--- src/rtl/note_event_scheduler_if.sv ---
// Event stream from the scheduler to the note consumer: valid/ready handshake
// carrying the lane and timestamp of the event at the queue head.
interface note_event_scheduler_if;
  logic        ev_valid;
  logic        ev_ready;
  logic [1:0]  ev_lane;
  logic [28:0] ev_time;

  modport master (output ev_valid, output ev_lane, output ev_time, input ev_ready);
  modport slave  (input ev_valid, input ev_lane, input ev_time, output ev_ready);
endinterface

--- src/rtl/note_event_scheduler.sv ---
// Chart playback: fetches chart words from a 1-cycle ROM and queues each event into a FIFO once us_time reaches it.
// Optional macro LATE_DROP_EN skips events older than LATE_WINDOW and counts them in late_count.
module note_event_scheduler #(
  parameter int          ADDR_BITS   = 8,
  parameter int          FIFO_DEPTH  = 4,
  parameter logic [28:0] LATE_WINDOW = 29'd100000
) (
  input  logic                 clk,
  input  logic                 resetn,
  input  logic [28:0]          us_time,
  input  logic                 start,
  output logic [ADDR_BITS-1:0] rom_addr,
  input  logic [31:0]          rom_data,
  note_event_scheduler_if.master ev,
  output logic                 busy,
  output logic                 done,
  output logic                 wrapped,
  output logic [7:0]           late_count
);

  localparam int PW = $clog2(FIFO_DEPTH);

  typedef enum logic [2:0] {S_IDLE, S_FETCH, S_WAIT, S_ARMED, S_DONE} state_t;

  state_t               r_state;
  state_t               w_next;
  logic [ADDR_BITS-1:0] r_addr;
  logic [31:0]          r_pend;
  logic [28:0]          r_prev;
  logic                 r_wrapped;
  logic [30:0]          r_mem [FIFO_DEPTH];
  logic [PW:0]          r_wptr;
  logic [PW:0]          r_rptr;
  logic [30:0]          w_head;
  logic                 w_empty, w_full, w_pop, w_room;
  logic                 w_push, w_skip, w_adv, w_start;
  logic                 w_run, w_wrap, w_due, w_late, w_addr_max;

  assign w_empty    = (r_wptr == r_rptr);
  assign w_full     = (r_wptr[PW-1:0] == r_rptr[PW-1:0]) && (r_wptr[PW] != r_rptr[PW]);
  assign w_pop      = !w_empty && ev.ev_ready;
  // A pop in the same cycle frees the slot for the push.
  assign w_room     = !w_full || w_pop;
  assign w_due      = (us_time >= r_pend[28:0]);
  assign w_run      = (r_state == S_FETCH) || (r_state == S_WAIT) || (r_state == S_ARMED);
  assign w_wrap     = w_run && (us_time < r_prev);
  assign w_start    = start && ((r_state == S_IDLE) || (r_state == S_DONE));
  assign w_addr_max = (r_addr == {ADDR_BITS{1'b1}});
  assign w_adv      = w_push || w_skip;

`ifdef LATE_DROP_EN
  assign w_late = w_due && ((us_time - r_pend[28:0]) > LATE_WINDOW);
`else
  assign w_late = 1'b0;
`endif

  always_ff @(posedge clk or posedge resetn) begin
    if (resetn) r_state <= S_IDLE;
    else        r_state <= w_next;
  end

  always_comb begin
    w_next = r_state;
    w_push = 1'b0;
    w_skip = 1'b0;
    case (r_state)
      S_IDLE, S_DONE: if (start) w_next = S_FETCH;
      S_FETCH:        w_next = w_wrap ? S_DONE : S_WAIT;
      S_WAIT:         w_next = w_wrap ? S_DONE : S_ARMED;
      S_ARMED: begin
        if (w_wrap || r_pend[31]) begin
          w_next = S_DONE;
        end else if (w_late) begin
          w_skip = 1'b1;
          w_next = w_addr_max ? S_DONE : S_FETCH;
        end else if (w_due && w_room) begin
          w_push = 1'b1;
          w_next = w_addr_max ? S_DONE : S_FETCH;
        end
      end
      default:        w_next = S_IDLE;
    endcase
  end

  always_comb begin
    busy = w_run;
    done = (r_state == S_DONE);
  end

  always_ff @(posedge clk or posedge resetn) begin
    if (resetn) begin
      r_addr    <= '0;
      r_pend    <= '0;
      r_prev    <= '0;
      r_wrapped <= 1'b0;
      r_wptr    <= '0;
      r_rptr    <= '0;
    end else begin
      r_prev <= us_time;
      if (r_state == S_WAIT) r_pend <= rom_data;
      if (w_start) begin
        r_addr    <= '0;
        r_wptr    <= '0;
        r_rptr    <= '0;
        r_wrapped <= 1'b0;
      end else begin
        if (w_adv)  r_addr <= r_addr + ADDR_BITS'(1);
        if (w_push) r_wptr <= r_wptr + (PW+1)'(1);
        if (w_pop)  r_rptr <= r_rptr + (PW+1)'(1);
        if (w_wrap) r_wrapped <= 1'b1;
      end
    end
  end

  always_ff @(posedge clk) begin
    if (w_push) r_mem[r_wptr[PW-1:0]] <= r_pend[30:0];
  end

`ifdef LATE_DROP_EN
  logic [7:0] r_late;
  always_ff @(posedge clk or posedge resetn) begin
    if (resetn)                         r_late <= '0;
    else if (w_start)                   r_late <= '0;
    else if (w_skip && r_late != 8'hFF) r_late <= r_late + 8'd1;
  end
  assign late_count = r_late;
`else
  // The window is irrelevant without late dropping; the count is pinned to zero.
  assign late_count = 8'(LATE_WINDOW & 29'd0);
`endif

  assign w_head      = r_mem[r_rptr[PW-1:0]];
  assign ev.ev_valid = !w_empty;
  assign ev.ev_lane  = w_empty ? 2'd0  : w_head[30:29];
  assign ev.ev_time  = w_empty ? 29'd0 : w_head[28:0];
  assign rom_addr    = r_addr;
  assign wrapped     = r_wrapped;

endmodule
--- src/flat_wrapper.sv ---
// flat-port wrapper written by rule: the top's interface ports become plain ports
module note_event_scheduler_flat 
#(
  parameter int          ADDR_BITS   = 8,
  parameter int          FIFO_DEPTH  = 4,
  parameter logic [28:0] LATE_WINDOW = 29'd100000
)
  (clk, resetn, us_time, start, rom_addr, rom_data, busy, done, wrapped, late_count, ev_ev_valid, ev_ev_lane, ev_ev_time, ev_ev_ready);
  note_event_scheduler_if ev_i ();
  input  logic clk;
  input  logic resetn;
  input  logic [28:0] us_time;
  input  logic start;
  output logic [ADDR_BITS-1:0] rom_addr;
  input  logic [31:0] rom_data;
  output logic busy;
  output logic done;
  output logic wrapped;
  output logic [7:0] late_count;
  output wire logic [$bits(ev_i.ev_valid)-1:0] ev_ev_valid;
  output wire logic [$bits(ev_i.ev_lane)-1:0] ev_ev_lane;
  output wire logic [$bits(ev_i.ev_time)-1:0] ev_ev_time;
  input wire logic [$bits(ev_i.ev_ready)-1:0] ev_ev_ready;
  assign ev_ev_valid = ev_i.ev_valid;
  assign ev_ev_lane = ev_i.ev_lane;
  assign ev_ev_time = ev_i.ev_time;
  assign ev_i.ev_ready = ev_ev_ready;
  note_event_scheduler #(.ADDR_BITS(ADDR_BITS), .FIFO_DEPTH(FIFO_DEPTH), .LATE_WINDOW(LATE_WINDOW)) u_core (.clk(clk), .resetn(resetn), .us_time(us_time), .start(start), .rom_addr(rom_addr), .rom_data(rom_data), .ev(ev_i), .busy(busy), .done(done), .wrapped(wrapped), .late_count(late_count));
endmodule
--- config.mk ---
export PLATFORM = sky130hd
export DESIGN_NAME = note_event_scheduler_flat
export DESIGN_NICKNAME = d
export VERILOG_FILES = /design/src/rtl/note_event_scheduler_if.sv /design/src/rtl/note_event_scheduler.sv /design/src/flat_wrapper.sv
export SDC_FILE = /design/constraint.sdc
export NUM_CORES = 1
export LEC_CHECK = 0
export ABC_CLOCK_PERIOD_IN_PS = 3600
export BUFFER_PORTS_ARGS = -buffer_cell sky130_fd_sc_hd__buf_2
export CAP_MARGIN = 0
export CORE_AREA = 3 3 130 132
export DETAILED_ROUTE_END_ITERATION = 8
export DIE_AREA = 0 0 133 135
export GPL_ROUTABILITY_DRIVEN = 0
export MAX_ROUTING_LAYER = met4
export PLACE_DENSITY_LB_ADDON = 0.08
export SLEW_MARGIN = 15
export SYNTH_ARGS = -nofsm -noshare
export SYNTH_HDL_FRONTEND = slang
export SYNTH_SLANG_ARGS = --single-unit
--- constraint.sdc ---
create_clock -name clk -period 3.6 [get_ports clk]
set_clock_uncertainty 0.1 [all_clocks]
set_input_delay 0.54 -clock clk [delete_from_list [all_inputs] [get_ports clk]]
set_output_delay 0.54 -clock clk [all_outputs]
set_load 0.03 [all_outputs]
* After elaboration in Yosys (flattened, before gate mapping)
Memories as Yosys holds them, arrays and structs flattened. Index checks and enable logic that the tools add are counted. W data, S select, Z words.
Word-level totals: bits in writable memories 124, bits of input ports 65, register bits after elaboration 79, memories 1, output and inout port bits 51, word-level logic and storage cells 63
Cells by class: eq/ne operators 10, $lt $le $gt $ge 2, $add $sub $neg 3, reduce and logical (&&, ||, !) cells 18, multiplexer cells 22
Memory list:
- u_core.r_mem | words 4, bits a word 31, rd ports 1, clocked after memory_dff 0, wr ports 1, line note_event_scheduler.sv:31 | logic [30:0] r_mem [FIFO_DEPTH];
Operators by type and width (number):
- $mux W3 | 10
- $ge A29 B29 Y1 | 1
- $lt A29 B29 Y1 | 1
- $mux W29 | 1
- $mux W8 | 2
- $pmux W3 S4 | 1
- $add A8 B1 Y8 const B | 1
- $eq A8 B8 Y1 const B | 1
- $mux W1 | 7
- $add A3 B1 Y3 const B | 2
- $eq A3 B2 Y1 const B | 2
- $reduce_bool A2 Y1 | 3
- $logic_and A1 B1 Y1 | 5
- $logic_or A1 B1 Y1 | 5
- $eq A3 B1 Y1 const B | 1
- $eq A3 B3 Y1 | 1
- $eq A3 B3 Y1 const B | 1
- $logic_not A3 Y1 | 1
- $ne A3 B3 Y1 const B | 1
- $eq A2 B2 Y1 | 1
- $logic_not A1 Y1 | 2
- $mux W2 | 1
- $ne A2 B2 Y1 const B | 1
- $reduce_and A2 Y1 | 1
- other kinds (2) | 2

* Logic depth before layout (Yosys ltp)
Gate-level depths: netlist of the first run.
word-level depth 10, mapped depth 10

* Worst setup path before layout of the first run
OpenSTA, ideal clock, no wires.
path kind input-to-reg, start input port us_time[28], end memory u_core.r_mem[3][0] (enable), stages on the path 6, buffers on the path 0, path slack 513 ps, setup time 393 ps, arrival time 2594 ps, cells stage by stage ha_1 > nand4_2 > nor4_2 > and4b_1 > a21o_1 > and3_1
On the way: cells in the longest elaborated chain, start to end 7
Ends and longest elaborated chain:
- from (decl) | line flat_wrapper.sv:12 | input logic [28:0] us_time;
- $ge A29 B29 Y1 / $lt A29 B29 Y1 (equally long branches) | line note_event_scheduler.sv:44, note_event_scheduler.sv:46
- $logic_and A1 B1 Y1, on equally long branches | line note_event_scheduler.sv:76, note_event_scheduler.sv:46
- $mux W1 / $logic_or A1 B1 Y1 (equally long branches) | line note_event_scheduler.sv:76, note_event_scheduler.sv:71
- $mux W1 * | line note_event_scheduler.sv:71 | if (w_wrap || r_pend[31]) begin
- $mux W1 * | line note_event_scheduler.sv:66 | case (r_state)
- $mux W1 * | line note_event_scheduler.sv:116 | if (w_push) r_mem[r_wptr[PW-1:0]] <= r_pend[30:0];
- $mux W1 (implied by the code) * | line note_event_scheduler.sv:116
- to (decl) | line note_event_scheduler.sv:31
Every way passes the cells marked *; elsewhere a longest branch is shown, timed or not.

* Final worst setup path of the first run
start register u_core.r_rptr[0], end output port ev_ev_time[20]
On the way: cells in the longest elaborated chain, start to end 2
Ends and longest elaborated chain:
- from (decl) | line note_event_scheduler.sv:33 | logic [PW:0] r_rptr;
- from (signal assigned) | line note_event_scheduler.sv:109 | if (w_pop) r_rptr <= r_rptr + (PW+1)'(1);
- $mem_v2 Z4 W31 / $eq A3 B3 Y1 (equally long branches)
- $mux W29 * | line note_event_scheduler.sv:135 | assign ev.ev_time = w_empty ? 29'd0 : w_head[28:0];
- to (decl) | line flat_wrapper.sv:22 | output wire logic [$bits(ev_i.ev_time)-1:0] ev_ev_time;
Marked as above.

==> results of run 1 <==
[cell families (layout without fill, tap and decap cells)]
| logic type | after synthesis | after routing | share of synthesized area (%) |
|---|---|---|---|
| compound gates | 100 | 100 | 6.89 |
| flops | 203 | 203 | 62.5 |
| buf+inv | 92 | 227 | 4.37 |
| mux | 39 | 39 | 8.59 |
| fa+ha+maj | 63 | 63 | 8.65 |
| other cells | 1 | 8 | 0.0411 |
| simple gates | 145 | 145 | 8.35 |
| xor+xnor | 6 | 6 | 0.577 |
[layout make-up]
cell class	instances	share of cell area, %
Clock buffer	32	6.02
Clock inverter	8	0.612
Inverter	64	2.27
Multi-Input combinational cell	361	28.7
Sequential cell	203	53.6
Tap cell	216	2.54
Timing Repair Buffer	123	6.17
[cell usage after synthesis, drive strengths merged, types with 2 or more instances]
cell type,number
and3,7
a211oi,3
inv,64
nor2b,34
nor2,14
buf,16
nand2,53
a221oi,2
nand4,10
ha,63
a31oi,3
nor4,2
o31ai,8
clkbuf,12
o21ai,44
mux2i,4
nand3,8
dfrtp,79
mux2,4
or4,5
a21o,4
o311ai,2
edfxtp,124
and2,2
xnor2,4
xor2,2
nand2b,3
nor3,3
mux4,31
a21oi,27
[final timing paths]
| path | startpoint | end | cells past startpoint |
|---|---|---|---|
| min in group clk | us_time[0] | u_core.r_prev[0] | 1 |
| min reg2reg | u_core.wrapped | u_core.wrapped | 1 |
| max in group asynchronous | resetn | u_core.r_prev[1] | 3 |
| max reg2reg | u_core.r_pend[0] | u_core.r_state[2] | 8 |
| min | resetn | u_core.rom_addr[6] | 2 |
| max | u_core.r_rptr[0] | ev_ev_time[20] | 4 |
[worst max-delay path: cells and delay by family, from the launching register on]
kind          cells  cell delay (ns)
mux               1             0.58
flops             1             0.36
buf+inv           2             0.78
simple gates      1             0.17
[sequential cells by signal (all words and copies together) (netlist names)]
signal	flops
u_core.r_pend	32
u_core.r_wptr	3
u_core.r_state	3
u_core.wrapped	1
u_core.rom_addr	8
u_core.r_mem	124
u_core.r_rptr	3
u_core.r_prev	29
[report_power, final]
group	switching (uW)	total (uW)	internal (uW)
clock	839	2140	1300
combinational	1880	2920	1040
sequential	305	3250	2940
total	3020	8310	5280
[layer usage]
layer	up-vias	routed length (um)	part of all wire, %
met5	-	0	0
met2	185	9450	50
met4	0	518	2.7
met3	42	976	5.2
met1	2705	7960	42
li1	2620	-	-
[stage by stage]
step / cell area [sq um] / cells / hold slack (ns) / setup WS, ns
after floorplan: 9140 / 656 / 0.369 / 0.513
after global placement: 9920 / 967 / 0.366 / 0.420
after detailed placement: 9920 / 967 / 0.362 / 0.361
after CTS: 10600 / 1007 / 0.0723 / 0.502
after global routing: 10600 / 1007 / 0.0798 / 0.407
final: 10600 / 1007 / 0.0582 / 0.567
==> results.yml, run 1 <==
status:
  status: "complete, no violations"
setup_path:
  critPathSlowestCell: "mux4_2"
  path_class: "reg2out"
  r2r_setup_slack_ns: 0.60
  arrival_ns: 2.39
  required_ns: 2.96
  critPathLaunchType: "flop"
  slowest_delay_ns: 0.58
  end_kind: "output pin"
  crit_chain: "buf_4 > mux4_2 > nor2b_1 > buf_2"
  cp_max_fo: 33
routing:
  drt_iter0_drc: 316
  drc: 0
  routed_wl_mm: 18.9
  wl_per_cell_um: 18.8
  ant_nets: 0
  num_vias: 5552
  drt_first_pass_iters: 6
  viasPerCell: 5.51
clock_network:
  post_cts_buffers: 0
  cts_resized: 0
  cts_tree: "built"
  cts-buffers-inserted: 22
  cts_hold_buf: 0
  clk_pin_slew_worst_paths_ns: 0.06
  htreeDepth: 1
  clock_latency_ns: 0.49
  cts-root-buf: "clkbuf_16"
  cts_buffer_depth: 3
  clock-sinks: 203
sta:
  min_period_ns: 3.03
  rsz0062_at_grt: "no"
  fin_crit_sh_pct: 84.3
  finalSetupViolCount: 0
  setup-tns-final_ns: 0
  final_hold_viol_count: 0
  timing_worst_slew_pin_value_ns: 0.752
  slew_headroom_pct: 49.8
  slew_viol_final: 0
  clock.fmax_ghz: 0.330
synth:
  ys_ff_latch: 203
  synth_area_per_cell_sq_um: 14.0
  synth_top_area_share_pct: 40.9
  synth-edff-count: 124
  yosys.area.top_type: "edfxtp_1"
  ys.flop_type: "edfxtp_1"
  yosysSeqAreaShare_pct: 62.5
  syn_inst: 649
  syn_area_sq_mm: 0.00911
  synth_cell_type_count: 53
  yosys_warnings: 0
  async_flop_share_pct: 38.9
  synth.top_cells.by_area: "edfxtp_1 (41%), dfrtp_1 (22%), ha_1 (8.6%)"
finish:
  diodes: 0
  ff_latch_area_sq_mm: 0.00570
  final_cell_mix: "edfxtp_1 (124), buf_2 (107), dfrtp_1 (78)"
  post-route-util_pct: 67.2
  layout_commonest_cell: "edfxtp_1"
  multi_input_area_sq_mm: 0.00306
  fillers: 1144
  layout-drive-gt1-share_pct: 25.8
  nets: 903
  syn_to_final_growth_pct: 16.6
global_route:
  overflow: 0
  grt_use_met3_pct: 3.20
  grt_max_degree: 44
  busiest_layer: "met2"
  antenna_found_initial: 0
  gr-usage-met2_pct: 37.2
  grt_pass1_vias: 5899
  track_usage_pct: 22.4
  grt_pass1_wl_mm: 30.8
  grt_use_met1_pct: 29.4
die:
  die_area_sq_mm: 0.0180
  rows: 46
  die_h_um: 135
  initial_core_util_pct: 57.6
  pin_count: 116
  die_x_um: 133
  core_sq_mm: 0.0158
hold_path:
  hp-class: "in2async"
pwr:
  power_uw: 8310
  ir_drop_v: 0.000463
  powerDensity_mw_per_mm2: 781
  power.leakage_uw: 0.00445
run:
  cap_viol_max_count: 0
placed_design:
  dpl.hpwl_mm: 13.3
  port_buffers: 107
Power figures use the tool's default switching activity.
==> inputs of run 2 (changes only) <==
--- a/config.mk
+++ b/config.mk
@@ -5,12 +5,12 @@
 export SDC_FILE = /design/constraint.sdc
 export NUM_CORES = 1
 export LEC_CHECK = 0
-export ABC_CLOCK_PERIOD_IN_PS = 3600
+export ABC_CLOCK_PERIOD_IN_PS = 2600
 export BUFFER_PORTS_ARGS = -buffer_cell sky130_fd_sc_hd__buf_2
 export CAP_MARGIN = 0
-export CORE_AREA = 3 3 130 132
+export CORE_AREA = 3 3 137 139
 export DETAILED_ROUTE_END_ITERATION = 8
-export DIE_AREA = 0 0 133 135
+export DIE_AREA = 0 0 140 142
 export GPL_ROUTABILITY_DRIVEN = 0
 export MAX_ROUTING_LAYER = met4
 export PLACE_DENSITY_LB_ADDON = 0.08
==> constraint.sdc (replaced) <==
create_clock -name clk -period 2.6 [get_ports clk]
set_clock_uncertainty 0.1 [all_clocks]
set_input_delay 0.39 -clock clk [delete_from_list [all_inputs] [get_ports clk]]
set_output_delay 0.39 -clock clk [all_outputs]
set_load 0.03 [all_outputs]
==> run 2 against run 1 <==
Effect of this change:
- the run now ends with negative setup slack left
- die area rose by 11%
- routed wire length rose by 19%
- cell count rose by 13%
- flip-flop and latch count did not move
- largest power group is now combinational cells
==> results.yml, run 2 (synthesis gave the netlist of run 1 again) <==
setup_path:
  critPathLaunchType: "flop"
  slowest_delay_ns: 0.42
  path_class: "reg2reg"
  end_kind: "flop"
  critPathSlowestCell: "a2111oi_4"
  timing.rr.start: "u_core.r_pend[6]"
  required_ns: 2.76
  r2r-end: "u_core.r_mem[0][16]"
  r2r_cells: 9
  arrival_ns: 2.85
  cp_max_fo: 6
  crit_chain: "inv_1 > ha_1 > a211oi_1 > nor2_2 > a2111oi_4 > o21ai_4 > o21a_1 > and3_4 > clkbuf_16"
  r2r_setup_slack_ns: -0.09
finish:
  final_cell_mix: "edfxtp_1 (124), buf_4 (90), buf_2 (82)"
  layout-drive-gt1-share_pct: 39.3
  diodes: 0
  largest_reg_flops: 124
  stdcell_count: 1141
  layout_commonest_cell: "edfxtp_1"
  syn_to_final_growth_pct: 37.4
  nets: 1024
global_route:
  antenna_found_initial: 0
  gr-usage-met2_pct: 36.1
  track_usage_pct: 22.0
  grt_pass1_vias: 6245
  grt_use_met1_pct: 29.7
  grt_use_met3_pct: 3.16
  busiest_layer: "met2"
  grt_max_degree: 44
  grt_pass1_wl_mm: 33.4
  overflow: 0
sta:
  layout_setup_ws_ns: -0.0910
  final_hold_viol_count: 0
  timing_worst_slew_pin_value_ns: 0.686
  rsz0062_at_grt: "yes"
  fin_crit_sh_pct: 104
  finalSetupViolCount: 122
  setup-tns-final_ns: -6.10
  min_period_ns: 2.69
  slew_headroom_pct: 53.9
  slew_viol_final: 0
  clock.fmax_ghz: 0.372
status:
  violations: "negative setup slack"
  status: "finished with violations"
clock_network:
  clock_latency_ns: 0.51
  htreeDepth: 1
  cts-root-buf: "clkbuf_16"
  cts-buffers-inserted: 22
  cts_tree: "built"
  clock-sinks: 203
  clk_pin_slew_worst_paths_ns: 0.06
  cts_buffer_depth: 3
routing:
  drt_iter0_drc: 442
  ant_nets: 0
  drc: 0
  wl_per_cell_um: 19.7
  viasPerCell: 5.37
  drt_first_pass_iters: 5
  routed_wl_mm: 22.5
  num_vias: 6131
pwr:
  power.leakage_uw: 0.00527
  p_switching_uw: 4940
  power_frac_seq_pct: 31.7
  ir_drop_v: 0.000803
  p_int_uw: 8830
  p_sw_share_pct: 35.9
  power_uw: 13800
  p_clk_share_pct: 22.7
  powerDensity_mw_per_mm2: 1100
  combPwrFrac_pct: 45.6
placed_design:
  placed_cells: 1050
  place_worst_setup_slack_ns: -0.367
  dpl.hpwl_mm: 14.4
  port_buffers: 107
die:
  initial_core_util_pct: 51.3
  core_sq_mm: 0.0178
  die_h_um: 142
  pin_count: 116
  die_area_sq_mm: 0.0199
  die_x_um: 140
  rows: 49
hold_path:
  min-delay-start: "rom_data[3]"
  hold_end: "u_core.r_pend[3]"
  hp-class: "in2reg"
  min_path_cells: 3
run:
  cap_viol_max_count: 0
run 2: cell type report:
class | instances | area [sq um]
clock buffers | 28 | 614
flip-flops and latches | 203 | 5700
fillers | 1239 | 5260
well taps | 229 | 287
clock inverters | 12 | 110
multi-input cells | 361 | 3470
inverters | 64 | 241
repair buffers | 244 | 2100
run 2: critical path, delay by kind of cell (launching register included):
kind	cells	cell delay [ns]
adders and majority gates	1	0.29
buffers and inverters	2	0.24
and+or+nand+nor	2	0.36
DFF	1	0.34
AOI/OAI and AO/OA	4	1.11
run 2: per-stage QoR:
step	hold WS [ns]	cell area (sq um)	util [%]
finish	0.00469	12500	70.4
global route	0.00948	12500	70.4
CTS	0.000324	11800	66.3
detailed placement	0.373	10600	59.7
global placement	0.365	10600	59.7
floorplan	0.321	9150	-
run 2: timing repair:
action,in CTS,in global routing
pin swaps,10,20
hold buffers,27,0
gates resized for setup,22,140
endpoints found under the hold margin,62,0
endpoints found under the setup margin,167,168
cloned,2,9
setup buffers,4,11
run 2: worst max path at each step:
stage                          end              from  depth (start not counted)  slack [ns]
2_1_floorplan   u_core.r_mem[0][0]        us_time[0]                          8       -0.06
3_3_place_gp   u_core.r_mem[2][16]        us_time[0]                         10       -0.31
3_5_place_dp    u_core.r_mem[2][7]       us_time[22]                         10       -0.37
4_1_cts        u_core.r_mem[3][15]  u_core.r_pend[0]                          8       -0.09
5_1_grt         u_core.r_mem[0][9]  u_core.r_pend[6]                          9       -0.21
6_report       u_core.r_mem[0][16]  u_core.r_pend[6]                          9       -0.09
run 2: power groups by stage:
stage | combinational, uW | sequential (uW) | clock, uW
2_1_floorplan | 2950 | 4400 | 0
3_3_place_gp | 4760 | 4380 | 0
3_5_place_dp | 4870 | 4390 | 0
4_1_cts | 5170 | 4350 | 3170
5_1_grt | 6740 | 4420 | 3290
6_report | 6280 | 4370 | 3120
run 2: routing by layer:
layer | share of wire, % | routed length, um
met5 | 0 | 0
met2 | 51 | 11400
met4 | 1.9 | 428
met1 | 43 | 9730
met3 | 4.1 | 928
==> inputs of run 3 (changes only) <==
--- a/config.mk
+++ b/config.mk
@@ -8,12 +8,14 @@
 export ABC_CLOCK_PERIOD_IN_PS = 2600
 export BUFFER_PORTS_ARGS = -buffer_cell sky130_fd_sc_hd__buf_2
 export CAP_MARGIN = 0
-export CORE_AREA = 3 3 137 139
+export CORE_AREA = 3 3 134 136
+export CTS_BUF_LIST = sky130_fd_sc_hd__clkbuf_2 sky130_fd_sc_hd__clkbuf_4 sky130_fd_sc_hd__clkbuf_8
 export DETAILED_ROUTE_END_ITERATION = 8
-export DIE_AREA = 0 0 140 142
+export DIE_AREA = 0 0 137 139
 export GPL_ROUTABILITY_DRIVEN = 0
 export MAX_ROUTING_LAYER = met4
-export PLACE_DENSITY_LB_ADDON = 0.08
+export PLACE_DENSITY = 0.78
+export REMOVE_ABC_BUFFERS = 1
 export SLEW_MARGIN = 15
 export SYNTH_ARGS = -nofsm -noshare
 export SYNTH_HDL_FRONTEND = slang
==> run 3 against run 2 <==
Effect of this change:
- the run still ends with negative setup slack left
- clock-buffer cell count rose by 24
- first-iteration DRC count fell by 3.6%
- utilization is 1.4 points higher
- largest cell class unchanged
==> results.yml, run 3 (synthesis gave the netlist of run 1 again) <==
pwr:
  power_uw: 12900
  ir_drop_v: 0.000586
  power_frac_seq_pct: 33.7
  p_clk_share_pct: 22.9
  powerDensity_mw_per_mm2: 1060
  p_switching_uw: 4880
  combPwrFrac_pct: 43.4
  p_int_uw: 8040
  p_sw_share_pct: 37.8
  power.leakage_uw: 0.00519
setup_path:
  critPathLaunchType: "flop"
  path_delay_family: "compound AO/OA/AOI/OAI gates"
  arrival_ns: 2.99
  crit_chain: "inv_1 > ha_1 > a21oi_1 > o21ai_1 > a221oi_1 > buf_4 > o21ai_4 > o21a_4 > and3_4 > clkbuf_16"
  path_class: "reg2reg"
  end_kind: "flop"
  path_buf_inv: 3
  required_ns: 2.76
  cp_max_fo: 8
  slowest_delay_ns: 0.45
  r2r_setup_slack_ns: -0.23
  critPathSlowestCell: "a221oi_1"
finish:
  layout_commonest_cell: "edfxtp_1"
  stdcell_count: 1167
  diodes: 0
  syn_to_final_growth_pct: 34.3
  nets: 1046
  layout-drive-gt1-share_pct: 37.2
  largest_reg_flops: 124
  final_cell_mix: "edfxtp_1 (124), buf_2 (107), buf_4 (81)"
clock_network:
  cts-root-buf: "clkbuf_8"
  cts_buffer_depth: 3
  clk_pin_slew_worst_paths_ns: 0.06
  cts-buffers-inserted: 35
  cts_tree: "built"
  clock_latency_ns: 0.52
  htreeDepth: 2
  clock-sinks: 203
die:
  die_h_um: 139
  initial_core_util_pct: 53.4
  die_area_sq_mm: 0.0190
  core_sq_mm: 0.0171
  pin_count: 116
  die_x_um: 137
  rows: 48
global_route:
  antenna_found_initial: 0
  grt_max_degree: 32
  track_usage_pct: 24.2
  grt_pass1_wl_mm: 34.8
  overflow: 0
  grt_pass1_vias: 6711
routing:
  viasPerCell: 5.60
  ant_nets: 0
  drt_iter0_drc: 426
  m1WireLength_mm: 9.67
  dr.max_layer_used: "met4"
  wl_per_cell_um: 21.1
  num_vias: 6538
  drt_first_pass_iters: 5
  wl_met2_mm: 12.7
  routed_wl_mm: 24.6
  drc: 0
  wl_met3_mm: 1.37
sta:
  timing_worst_slew_pin_value_ns: 0.676
  slew_viol_final: 0
  finalSetupViolCount: 139
  layout_setup_ws_ns: -0.232
  rsz0062_at_grt: "yes"
  clock.fmax_ghz: 0.353
  final_hold_viol_count: 0
  slew_headroom_pct: 54.8
  min_period_ns: 2.83
  fin_crit_sh_pct: 109
placed_design:
  placed_cells: 1045
  dpl.hpwl_mm: 14.6
  port_buffers: 107
run:
  cap_viol_max_count: 0
hold_path:
  hp-class: "in2reg"
status:
  status: "finished with violations"
  violations: "negative setup slack"
## run 3: worst min-delay path, stage by stage
cell and delay [ns]:
buf_2 0.08, nand2_1 0.04, o21ai_0 0.07
## run 3: power groups by stage
stage	registers (uW)	logic, uW	clock network [uW]
global route	4390	5980	3130
detailed placement	4390	4940	0
finish	4360	5610	2950
global placement	4360	4730	0
floorplan	4560	2680	0
CTS	4330	5150	2940
## run 3: what timing repair did
action | 4_1_cts | 5_1_grt
cloned | 1 | 7
hold endpoints to repair | 68 | 0
pin swaps | 9 | 23
hold buffers | 42 | 0
setup endpoints to repair | 141 | 138
gates resized for setup | 23 | 40
buffers inserted | 4 | 8
## run 3: area by class of cell
cell class / count / area, sq um
Inverter: 64 / 241
Timing Repair Buffer: 253 / 2000
Tap cell: 225 / 282
Sequential cell: 203 / 5700
Clock buffer: 52 / 641
Clock inverter: 9 / 63.8
Multi-Input combinational cell: 361 / 3310
Fill cell: 1070 / 4810
## run 3: per-stage QoR
| step | utilization, % | setup TNS, ns | cell area [sq um] | worst slack, ns | hold WS (ns) |
|---|---|---|---|---|---|
| floorplan | - | -131.21 | 8980 | -0.875 | 0.321 |
| global placement | 61.9 | -30.89 | 10600 | -0.250 | 0.373 |
| detailed placement | 61.9 | -40.84 | 10600 | -0.324 | 0.403 |
| CTS | 69.4 | -15.64 | 11800 | -0.153 | 0.000496 |
| global route | 71.8 | -35.46 | 12200 | -0.285 | 0.00647 |
| finish | 71.8 | -26.35 | 12200 | -0.232 | 0.0117 |
## run 3: worst paths after layout
kind                                        to  cells after the start              start
max                        u_core.r_mem[0][19]                     10  u_core.r_pend[24]
min                           u_core.r_pend[3]                      3        rom_data[3]
max reg2reg                u_core.r_mem[0][19]                     10  u_core.r_pend[24]
min reg2reg                     u_core.wrapped                      1     u_core.wrapped
max in group asynchronous       u_core.wrapped                      4             resetn
min in group asynchronous     u_core.r_prev[8]                      3             resetn
## run 3: layer usage
layer,track usage (%),vias to the layer above
met2,39.1,285
met4,8.30,0
li1,-,2909
met3,4.25,81
met1,31.0,3263
met5,-,-
